$ cat config.mk
export PLATFORM = sky130hd
export DESIGN_NAME = fetch_pc_unit_flat
export DESIGN_NICKNAME = d
export VERILOG_FILES = /design/src/rtl/fetch_pc_unit_if.sv /design/src/rtl/fetch_pc_unit.sv /design/src/flat_wrapper.sv
export SDC_FILE = /design/constraint.sdc
export NUM_CORES = 1
export LEC_CHECK = 0
export CAP_MARGIN = 15
export CORE_ASPECT_RATIO = 0.7
export CORE_MARGIN = 2
export CORE_UTILIZATION = 26
export CTS_CLUSTER_DIAMETER = 120
export DETAILED_ROUTE_END_ITERATION = 8
export PLACE_DENSITY_LB_ADDON = 0.1
export SLEW_MARGIN = 15
export SYNTH_ARGS = -nofsm -noshare
export SYNTH_HDL_FRONTEND = slang
export SYNTH_SLANG_ARGS = --single-unit
$ cat constraint.sdc
create_clock -name clk -period 13.05 [get_ports clk]
set_input_delay 2.61 -clock clk [delete_from_list [all_inputs] [get_ports clk]]
set_output_delay 2.61 -clock clk [all_outputs]
set_load 0.005 [all_outputs]
$ cat src/rtl/fetch_pc_unit_if.sv
// Fetch-stage bundle between the next-PC unit and its neighbours: the predictor,
// the execute-stage branch resolution, the fetch stall, and the statistics outputs.
interface fetch_pc_unit_if;
    logic        if_stall;
    logic        bp_prediction;
    logic        ex_branch_valid;
    logic [31:0] ex_pc;
    logic        ex_taken;
    logic [31:0] ex_target;
    logic        ex_pred_taken;
    logic [31:0] ex_pred_target;

    logic [31:0] if_pc;
    logic        if_pred_taken;
    logic [31:0] if_pred_target;
    logic        flush;
    logic        bp_update;
    logic        bp_outcome;
    logic [15:0] branch_count;
    logic [15:0] mispredict_count;

    modport master (
        output if_stall, bp_prediction, ex_branch_valid, ex_pc, ex_taken,
               ex_target, ex_pred_taken, ex_pred_target,
        input  if_pc, if_pred_taken, if_pred_target, flush, bp_update,
               bp_outcome, branch_count, mispredict_count
    );

    modport slave (
        input  if_stall, bp_prediction, ex_branch_valid, ex_pc, ex_taken,
               ex_target, ex_pred_taken, ex_pred_target,
        output if_pc, if_pred_taken, if_pred_target, flush, bp_update,
               bp_outcome, branch_count, mispredict_count
    );
endinterface

$ cat src/rtl/fetch_pc_unit.sv
// Next-PC generator: holds the fetch PC, predicts taken branches through a
// direct-mapped BTB gated by the predictor bit, and redirects on EX mispredicts.
module fetch_pc_unit #(
    parameter logic [31:0] RESET_PC    = 32'h0000_0000,
    parameter int          BTB_ENTRIES = 16
) (
    input  logic            clk,
    input  logic            rst,
    fetch_pc_unit_if.slave  bus
);
    localparam int IDX_W = $clog2(BTB_ENTRIES);
    localparam int TAG_W = 30 - IDX_W;

    logic [31:0]            r_pc;
    logic [BTB_ENTRIES-1:0] r_btb_valid;
    logic [TAG_W-1:0]       r_btb_tag    [BTB_ENTRIES];
    logic [31:0]            r_btb_target [BTB_ENTRIES];
    logic [15:0]            r_branch_count;
    logic [15:0]            r_mispredict_count;

    logic [IDX_W-1:0]       w_lkp_idx;
    logic [TAG_W-1:0]       w_lkp_tag;
    logic                   w_lkp_hit;
    logic                   w_pred_taken;
    logic [31:0]            w_pred_target;
    logic                   w_mispredict;
    logic [31:0]            w_redirect_pc;
    logic [31:0]            w_pc_next;
    logic                   w_wr_en;
    logic [IDX_W-1:0]       w_wr_idx;
    logic [TAG_W-1:0]       w_wr_tag;
    logic [BTB_ENTRIES-1:0] w_wr_sel;

    // Lookup on the current fetch PC; pc[1:0] never participates
    assign w_lkp_idx     = r_pc[IDX_W+1:2];
    assign w_lkp_tag     = r_pc[31:IDX_W+2];
    assign w_lkp_hit     = r_btb_valid[w_lkp_idx] && (r_btb_tag[w_lkp_idx] == w_lkp_tag);
    assign w_pred_taken  = w_lkp_hit && bus.bp_prediction;
    assign w_pred_target = w_lkp_hit ? r_btb_target[w_lkp_idx] : 32'h0000_0000;

    assign w_mispredict  = bus.ex_branch_valid &&
                           ((bus.ex_taken != bus.ex_pred_taken) ||
                            (bus.ex_taken && (bus.ex_pred_target != bus.ex_target)));
    assign w_redirect_pc = bus.ex_taken ? bus.ex_target : (bus.ex_pc + 32'd4);

    always_comb begin
        w_pc_next = r_pc + 32'd4;
        if (w_mispredict) begin
            w_pc_next = w_redirect_pc;
        end else if (bus.if_stall) begin
            w_pc_next = r_pc;
        end else if (w_pred_taken) begin
            w_pc_next = w_pred_target;
        end
    end

    always_ff @(posedge clk) begin
        if (rst) begin
            r_pc <= RESET_PC;
        end else begin
            r_pc <= w_pc_next;
        end
    end

    // Only taken resolutions allocate; not-taken ones leave the BTB untouched
    assign w_wr_en  = bus.ex_branch_valid && bus.ex_taken;
    assign w_wr_idx = bus.ex_pc[IDX_W+1:2];
    assign w_wr_tag = bus.ex_pc[31:IDX_W+2];

    generate
        for (genvar gi = 0; gi < BTB_ENTRIES; gi++) begin : g_wr_sel
            assign w_wr_sel[gi] = w_wr_en && (w_wr_idx == IDX_W'(gi));
        end
    endgenerate

    always_ff @(posedge clk) begin
        if (rst) begin
            r_btb_valid <= '0;
        end else begin
            r_btb_valid <= r_btb_valid | w_wr_sel;
        end
    end

    // Tag/target storage has no reset so it can map onto distributed RAM
    always_ff @(posedge clk) begin
        if (!rst && w_wr_en) begin
            r_btb_tag[w_wr_idx]    <= w_wr_tag;
            r_btb_target[w_wr_idx] <= bus.ex_target;
        end
    end

    always_ff @(posedge clk) begin
        if (rst) begin
            r_branch_count     <= 16'h0000;
            r_mispredict_count <= 16'h0000;
        end else begin
            if (bus.ex_branch_valid && (r_branch_count != 16'hFFFF)) begin
                r_branch_count <= r_branch_count + 16'd1;
            end
            if (w_mispredict && (r_mispredict_count != 16'hFFFF)) begin
                r_mispredict_count <= r_mispredict_count + 16'd1;
            end
        end
    end

    assign bus.if_pc            = r_pc;
    assign bus.if_pred_taken    = w_pred_taken;
    assign bus.if_pred_target   = w_pred_target;
    assign bus.flush            = w_mispredict;
    assign bus.bp_update        = bus.ex_branch_valid;
    assign bus.bp_outcome       = bus.ex_branch_valid & bus.ex_taken;
    assign bus.branch_count     = r_branch_count;
    assign bus.mispredict_count = r_mispredict_count;
endmodule

$ cat src/flat_wrapper.sv
// flat-port wrapper written by rule: the top's interface ports become plain ports
module fetch_pc_unit_flat 
#(
    parameter logic [31:0] RESET_PC    = 32'h0000_0000,
    parameter int          BTB_ENTRIES = 16
)
  (clk, rst, bus_if_stall, bus_bp_prediction, bus_ex_branch_valid, bus_ex_pc, bus_ex_taken, bus_ex_target, bus_ex_pred_taken, bus_ex_pred_target, bus_if_pc, bus_if_pred_taken, bus_if_pred_target, bus_flush, bus_bp_update, bus_bp_outcome, bus_branch_count, bus_mispredict_count);
  fetch_pc_unit_if bus_i ();
  input  logic clk;
  input  logic rst;
  input wire logic [$bits(bus_i.if_stall)-1:0] bus_if_stall;
  input wire logic [$bits(bus_i.bp_prediction)-1:0] bus_bp_prediction;
  input wire logic [$bits(bus_i.ex_branch_valid)-1:0] bus_ex_branch_valid;
  input wire logic [$bits(bus_i.ex_pc)-1:0] bus_ex_pc;
  input wire logic [$bits(bus_i.ex_taken)-1:0] bus_ex_taken;
  input wire logic [$bits(bus_i.ex_target)-1:0] bus_ex_target;
  input wire logic [$bits(bus_i.ex_pred_taken)-1:0] bus_ex_pred_taken;
  input wire logic [$bits(bus_i.ex_pred_target)-1:0] bus_ex_pred_target;
  output wire logic [$bits(bus_i.if_pc)-1:0] bus_if_pc;
  output wire logic [$bits(bus_i.if_pred_taken)-1:0] bus_if_pred_taken;
  output wire logic [$bits(bus_i.if_pred_target)-1:0] bus_if_pred_target;
  output wire logic [$bits(bus_i.flush)-1:0] bus_flush;
  output wire logic [$bits(bus_i.bp_update)-1:0] bus_bp_update;
  output wire logic [$bits(bus_i.bp_outcome)-1:0] bus_bp_outcome;
  output wire logic [$bits(bus_i.branch_count)-1:0] bus_branch_count;
  output wire logic [$bits(bus_i.mispredict_count)-1:0] bus_mispredict_count;
  assign bus_i.if_stall = bus_if_stall;
  assign bus_i.bp_prediction = bus_bp_prediction;
  assign bus_i.ex_branch_valid = bus_ex_branch_valid;
  assign bus_i.ex_pc = bus_ex_pc;
  assign bus_i.ex_taken = bus_ex_taken;
  assign bus_i.ex_target = bus_ex_target;
  assign bus_i.ex_pred_taken = bus_ex_pred_taken;
  assign bus_i.ex_pred_target = bus_ex_pred_target;
  assign bus_if_pc = bus_i.if_pc;
  assign bus_if_pred_taken = bus_i.if_pred_taken;
  assign bus_if_pred_target = bus_i.if_pred_target;
  assign bus_flush = bus_i.flush;
  assign bus_bp_update = bus_i.bp_update;
  assign bus_bp_outcome = bus_i.bp_outcome;
  assign bus_branch_count = bus_i.branch_count;
  assign bus_mispredict_count = bus_i.mispredict_count;
  fetch_pc_unit #(.RESET_PC(RESET_PC), .BTB_ENTRIES(BTB_ENTRIES)) u_core (.clk(clk), .rst(rst), .bus(bus_i));
endmodule
==> results.py, run 1 <==
metrics = {
    "run_status": {
        "status": "complete, no violations",
    },
    "synth": {
        "synth_edf_count": 928,
        "async_reset_ff_frac": 0,
        "synthTopCellsByArea": "edfxtp_1 67%, mux4_2 14%, dfxtp_1 4.1%, xor2_1 1.8%, mux2i_1 1.6%",
        "synth_compound_area_frac": 0.0342,
        "syn_avg_cell_area_um2": 18.8,
        "syn-num-nets": 2318,
        "synth_cell_types": 69,
        "synth_simple_gate_area_frac": 0.0495,
        "yosys.area.top_type": "edfxtp_1",
        "ys_warn_count": 0,
        "synth.area.mux_share": 0.159,
        "ys_seq_area_frac": 0.713,
        "ys_ff_latch": 1012,
        "mappedNetlistArea_um2": 41400,
        "synthAdderAreaFrac": 0.00211,
        "synth_top_family_by_area": "multiplexers",
        "synth_top_area_frac": 0.672,
        "synth_flop_cell": "edfxtp_1",
        "synth_cells": 2208,
        "synthXorXnorAreaFrac": 0.0256,
    },
    "timing": {
        "slew_headroom": 0.215,
        "hold_viol": 0,
        "fmax_ghz": 0.108,
        "rsz0062_at_grt": "no",
        "finalCriticalPeriod_ns": 9.25,
        "min_period_over_period": 0.709,
        "setup_violations": 0,
        "drv_slew": 0,
        "tightest_slew_ns": 1.17,
        "fin_skew_ns": 0.0217,
        "fin_tns_setup_ns": 0,
    },
    "pwr": {
        "combPwrFrac": 0.092,
        "clkPwrFrac": 0.408,
        "power_frac_seq": 0.499,
        "p_sw_frac": 0.245,
        "p_leak_nw": 15.3,
        "irDropWorstVdd_uv": 97.8,
        "p_per_area_nw_per_um2": 146,
        "p_switching_mw": 1.78,
        "intPower_mw": 5.48,
    },
    "clocking": {
        "h-tree-depth": 3,
        "clock_path_buffers": 3,
        "numClockSinks": 1012,
        "cts_tree": "done",
        "numCtsBuffers": 105,
        "clkSlewWorstSetupHoldPaths_ns": 0.06,
        "postCtsSetupBuffers": 0,
        "cts_resized": 0,
        "clockRootBuffer": "clkbuf_16",
        "cts_hold_buffers": 0,
        "clk_latency_ns": 0.74,
    },
    "placement": {
        "numPortBuffers": 202,
        "place_congestion": 0.794,
        "place_area_um2": 46300,
        "hpwl_um": 88500,
    },
    "setup_path": {
        "path_common_cell": "buf_16",
        "start_kind": "flop",
        "cp_max_fo": 47,
        "path_class": "reg2out",
        "cp-end-kind": "output pin",
        "path_buf_inv": 4,
        "cp_cell_sequence": "buf_4, mux4_2, a22oi_1, nand2_1, xor2_1, nor3_1, nand4b_1, nor2_4, buf_16, buf_16, and2_1, clkdlybuf4s50_1",
        "path_delay_family": "simple AND/OR/NAND/NOR gates",
        "max_stage_delay_ns": 0.91,
        "required_ns": 10.44,
        "critPathArrivalTime_ns": 6.64,
        "r2r_setup_slack_ns": 7.40,
        "cpMaxStageDelayCell": "dfxtp_4",
    },
    "route": {
        "antenna_left": 0,
        "num_vias": 23000,
        "drt_wl_total_um": 144000,
        "viasPerCell": 4.90,
        "drc_errors": 0,
        "drt_iter0_markers": 2247,
        "drt_pass1_iterations": 7,
        "post_drt_wl_per_cell_um": 30.8,
    },
    "cells_and_area": {
        "area_growth_pct": 19.8,
        "regArea_um2": 29600,
        "drive_above_1_share": 0.216,
        "multi_input_area_um2": 11300,
        "fill_cells": 15500,
        "final_area_um2": 49700,
        "nets": 2594,
    },
    "flow_run": {
        "cap_violations": 0,
    },
    "grt": {
        "grt_max_degree": 58,
        "grt_pass1_wl_um": 197000,
        "grt_pass1_vias": 23600,
        "grt_use_total": 0.176,
        "antenna_found_initial": 15,
        "grt_overflow": 0,
    },
    "floorplanning": {
        "initial_core_util": 0.262,
        "num_rows": 122,
        "die_area_um2": 163000,
        "die_y_um": 338,
        "fp.dieW_um": 481,
        "core_area_um2": 158000,
        "ioPinCount": 203,
    },
    "worst_hold_path": {
        "worst_hold_path_type": "reg2reg",
    },
}
## placed cells by master (no fill, tap or decap), drive strengths merged, types with 18 or more instances in the layout
| cell | n |
|---|---|
| a21oi | 27 |
| and2 | 38 |
| and3 | 18 |
| buf | 94 |
| clkbuf | 132 |
| clkdlybuf4s50 | 199 |
| clkinv | 40 |
| dfxtp | 84 |
| edfxtp | 928 |
| inv | 20 |
| mux2i | 66 |
| mux4 | 255 |
| nand2 | 87 |
| nand3 | 47 |
| nand4 | 28 |
| nor2 | 77 |
| nor3 | 21 |
| o211ai | 19 |
| o21ai | 33 |
| xnor2 | 36 |
| xor2 | 85 |
## state kept, by name, summed over array words and instances (netlist names), named ones only
| register | cells |
|---|---|
| u_core.bus.if_pc | 32 |
| u_core.bus.mispredict_count | 16 |
| u_core.r_btb_tag | 416 |
| u_core.r_btb_valid | 16 |
| u_core.r_btb_target | 512 |
| u_core.bus.branch_count | 16 |
## routing by layer
metal / routed length [µm] / GRT usage
met5: 34 / 0
met4: 2780 / 0.0378
met3: 6300 / 0.0272
met1: 68700 / 0.256
met2: 66500 / 0.276
## cell type report
| type | count | share of cell area |
|---|---|---|
| well taps | 2108 | 0.0531 |
| repair buffers | 293 | 0.0550 |
| clock inverters | 56 | 0.0113 |
| inverters | 16 | 0.00123 |
| flip-flops and latches | 1012 | 0.595 |
| clock buffers | 132 | 0.0552 |
| multi-input cells | 1056 | 0.228 |
| diodes | 11 | 0.000554 |
## cell families after synthesis
logic type | count (synthesis)
flip-flops | 1012
AND/OR/NAND/NOR | 392
multiplexers | 338
AO/OA/AOI/OAI | 198
buffers and inverters | 140
XOR/XNOR | 121
adder cells (fa/ha/maj) | 7
## cells in the mapped netlist, types with 18 or more instances
library cell and instances:
xnor2_1 36, mux4_2 255, nand3_1 46, a21oi_1 27, nor3_1 20, xor2_1 85, buf_4 22, dfxtp_1 84
nand2_1 87, and3_1 18, clkbuf_1 52, nor2_1 77, buf_2 34, and2_1 38, edfxtp_1 928, mux2i_1 66
o21ai_0 29, nand4_1 28, o211ai_1 19
## power groups by stage
stage | clock [mW] | combinational (mW) | sequential (mW)
after CTS | 3.05 | 0.686 | 3.63
after floorplan | 0 | 0.383 | 3.65
final | 2.96 | 0.670 | 3.62
after global placement | 0 | 0.682 | 3.69
after global routing | 3.16 | 0.715 | 3.63
after detailed placement | 0 | 0.684 | 3.70
## path summary, 6_finish.rpt
check / from / endpoint / depth (start not counted)
max: flop / bus_if_pred_target[17] / 12
min: u_core.r_btb_valid[8]$_SDFF_PP0_ / u_core.r_btb_valid[8]$_SDFF_PP0_ / 1
max reg2reg: flop / u_core.bus.if_pc[1]$_SDFFE_PP0P_ / 10
min reg2reg: u_core.r_btb_valid[8]$_SDFF_PP0_ / u_core.r_btb_valid[8]$_SDFF_PP0_ / 1
## stage by stage
| step | power (mW) | worst slack [ns] | hold WS (ns) | cells | utilization |
|---|---|---|---|---|---|
| 6_report | 7.26 | 3.80 | 0.455 | 4684 | 0.314 |
| 5_1_grt | 7.50 | 3.37 | 0.471 | 4673 | 0.314 |
| 4_1_cts | 7.36 | 3.65 | 0.452 | 4673 | 0.314 |
| 3_5_place_dp | 4.38 | 4.22 | 0.437 | 4485 | 0.293 |
| 3_3_place_gp | 4.38 | 4.24 | 0.428 | 4483 | 0.293 |
| 2_1_floorplan | 4.03 | 5.47 | 0.421 | 2208 | - |
Note: power is estimated with default switching activity, not from simulation.
==> inputs of run 2 (changes only) <==
==> constraint.sdc (replaced) <==
create_clock -name clk -period 8.3 [get_ports clk]
set_input_delay 1.66 -clock clk [delete_from_list [all_inputs] [get_ports clk]]
set_output_delay 1.66 -clock clk [all_outputs]
set_load 0.005 [all_outputs]
==> run 2 against run 1 <==
Final cell count is 0.30% higher. Non-clock buffer count is 7 higher. Critical path depth stayed put. Global-route usage is 0.22 points higher. Combinational power is 60% higher. Die area stayed put. Routed wire length is 0.95% higher. Design area is 0.68% higher. Setup slack worse by 2.4 ns. Clock power is 68% higher. Count of clock-buffer cells in the layout is 15 higher. Critical endpoint is now bus_if_pred_target[4]. Highest routed layer unchanged.
==> results.py, run 2 (synthesis gave the netlist of run 1 again) <==
metrics = {
    "route": {
        "antenna_left": 0,
        "viasPerCell": 4.87,
        "drt_pass1_iterations": 5,
        "num_vias": 22900,
        "drt_wl_total_um": 146000,
        "drc_errors": 0,
        "post_drt_wl_per_cell_um": 31.0,
        "drt_iter0_markers": 2066,
    },
    "clocking": {
        "numCtsBuffers": 108,
        "numClockSinks": 1012,
        "clkSlewWorstSetupHoldPaths_ns": 0.07,
        "clockRootBuffer": "clkbuf_16",
        "clk_latency_ns": 0.74,
        "cts_tree": "done",
        "postCtsSetupBuffers": 0,
        "h-tree-depth": 3,
        "clock_path_buffers": 3,
        "cts_hold_buffers": 0,
        "cts_resized": 0,
    },
    "timing": {
        "fmax_ghz": 0.144,
        "slew_headroom": 0.137,
        "min_period_over_period": 0.837,
        "setup_violations": 0,
        "tightest_slew_ns": 1.28,
        "rsz0062_at_grt": "no",
        "hold_viol": 0,
        "drv_slew": 0,
        "finalCriticalPeriod_ns": 6.95,
        "fin_tns_setup_ns": 0,
        "fin_skew_ns": 0.0368,
    },
    "cells_and_area": {
        "drive_above_1_share": 0.221,
        "multi_input_area_um2": 11300,
        "regArea_um2": 29600,
        "largest_reg_flops": 512,
        "regMostFlops": "u_core.r_btb_target",
        "fill_cells": 15400,
        "final_area_um2": 50000,
        "mostFrequentLayoutCells": "928 x edfxtp_1, 255 x mux4_2, 199 x clkdlybuf4s50_1",
        "nets": 2604,
        "area_growth_pct": 20.6,
        "final_common_cell": "edfxtp_1",
        "fin_cells": 4698,
    },
    "setup_path": {
        "cp_max_fo": 40,
        "start_kind": "flop",
        "r2r_setup_slack_ns": 3.10,
        "cpMaxStageDelayCell": "dfxtp_4",
        "cp-end-kind": "output pin",
        "required_ns": 6.64,
        "cp_cell_sequence": "buf_4, mux2_2, or3_1, a311o_1, nand3_1, and4_1, nand4_1, buf_4, nor2_4, buf_4, and2_1, clkdlybuf4s50_1",
        "critPathArrivalTime_ns": 5.29,
        "path_common_cell": "buf_4",
        "max_stage_delay_ns": 0.82,
        "path_class": "reg2out",
    },
    "pwr": {
        "power_frac_seq": 0.485,
        "intPower_mw": 8.93,
        "irDropWorstVdd_uv": 163,
        "p_switching_mw": 2.79,
        "p_per_area_nw_per_um2": 235,
        "p_leak_nw": 15.5,
        "clkPwrFrac": 0.423,
        "design_power_total_mw": 11.7,
        "p_sw_frac": 0.238,
        "combPwrFrac": 0.091,
    },
    "grt": {
        "use_met2": 0.280,
        "gr-usage-met1": 0.258,
        "grt_pass1_vias": 23800,
        "grt_pass1_wl_um": 199000,
        "antenna_found_initial": 12,
        "grt_use_total": 0.178,
        "grt_max_degree": 89,
        "grt.busiest_layer": "met2",
        "grt_overflow": 0,
        "grt_use_met3": 0.0263,
    },
    "flow_run": {
        "cap_violations": 0,
    },
    "floorplanning": {
        "fp.dieW_um": 481,
        "num_rows": 122,
        "core_area_um2": 158000,
        "die_area_um2": 163000,
        "initial_core_util": 0.262,
        "die_y_um": 338,
        "ioPinCount": 203,
    },
    "placement": {
        "place_inst": 4492,
        "place_area_um2": 46400,
        "numPortBuffers": 202,
        "place_congestion": 0.809,
        "hpwl_um": 89300,
    },
    "run_status": {
        "status": "complete, no violations",
    },
    "worst_hold_path": {
        "worst_hold_path_type": "reg2reg",
    },
}
## run 2: cell types whose count changed in the layout (fill, tap and decap cells not counted), sizes merged, moves of 5 or more
cell	previous run	this run
clkinv	40	35
bufinv	7	13
diode	11	4
buf	94	101
clkbuf	132	147
## run 2: final timing paths
kind	from	to	cells after the start
setup / recovery	flop	bus_if_pred_target[4]	12
setup reg to reg	flop	u_core.bus.if_pc[11]$_SDFFE_PP0N_	10
hold / removal	u_core.r_btb_valid[15]$_SDFF_PP0_	u_core.r_btb_valid[15]$_SDFF_PP0_	1
hold reg to reg	u_core.r_btb_valid[15]$_SDFF_PP0_	u_core.r_btb_valid[15]$_SDFF_PP0_	1
## run 2: cell type report
| type | instances | area share |
|---|---|---|
| antenna | 4 | 0.000200 |
| clock buffer | 147 | 0.0588 |
| clock inverter | 55 | 0.0128 |
| inverter | 16 | 0.00123 |
| multi-input combinational | 1056 | 0.227 |
| sequential | 1012 | 0.591 |
| tap | 2108 | 0.0528 |
| timing repair buffer | 300 | 0.0563 |
## run 2: power by group through the flow
stage,combinational [mW],sequential (mW),clock (mW)
2_1_floorplan,0.602,5.74,0
3_3_place_gp,1.08,5.80,0
3_5_place_dp,1.09,5.81,0
4_1_cts,1.09,5.70,5.09
5_1_grt,1.14,5.70,5.29
6_report,1.07,5.69,4.96
## run 2: per-stage QoR
| stage | util | hold WS (ns) | setup WS [ns] |
|---|---|---|---|
| floorplan | - | 0.421 | 1.67 |
| global placement | 0.293 | 0.428 | 1.56 |
| detailed placement | 0.293 | 0.439 | 1.55 |
| CTS | 0.316 | 0.453 | 1.22 |
| global route | 0.316 | 0.471 | 1.10 |
| finish | 0.316 | 0.450 | 1.35 |
## run 2: per-layer routing
layer  up-vias  share of wire
met5         -        0.00011
li1       9592              -
met3       155          0.039
met1     12500           0.48
met2       611           0.46
met4         2          0.022
## run 2: critical path, delay by kind of cell, from the launching register on
family	cells	cell delay (ns)
AOI/OAI and AO/OA	1	0.32
muxes	1	0.39
and+or+nand+nor	6	1.26
DFF	1	0.82
buffers and inverters	4	1.68
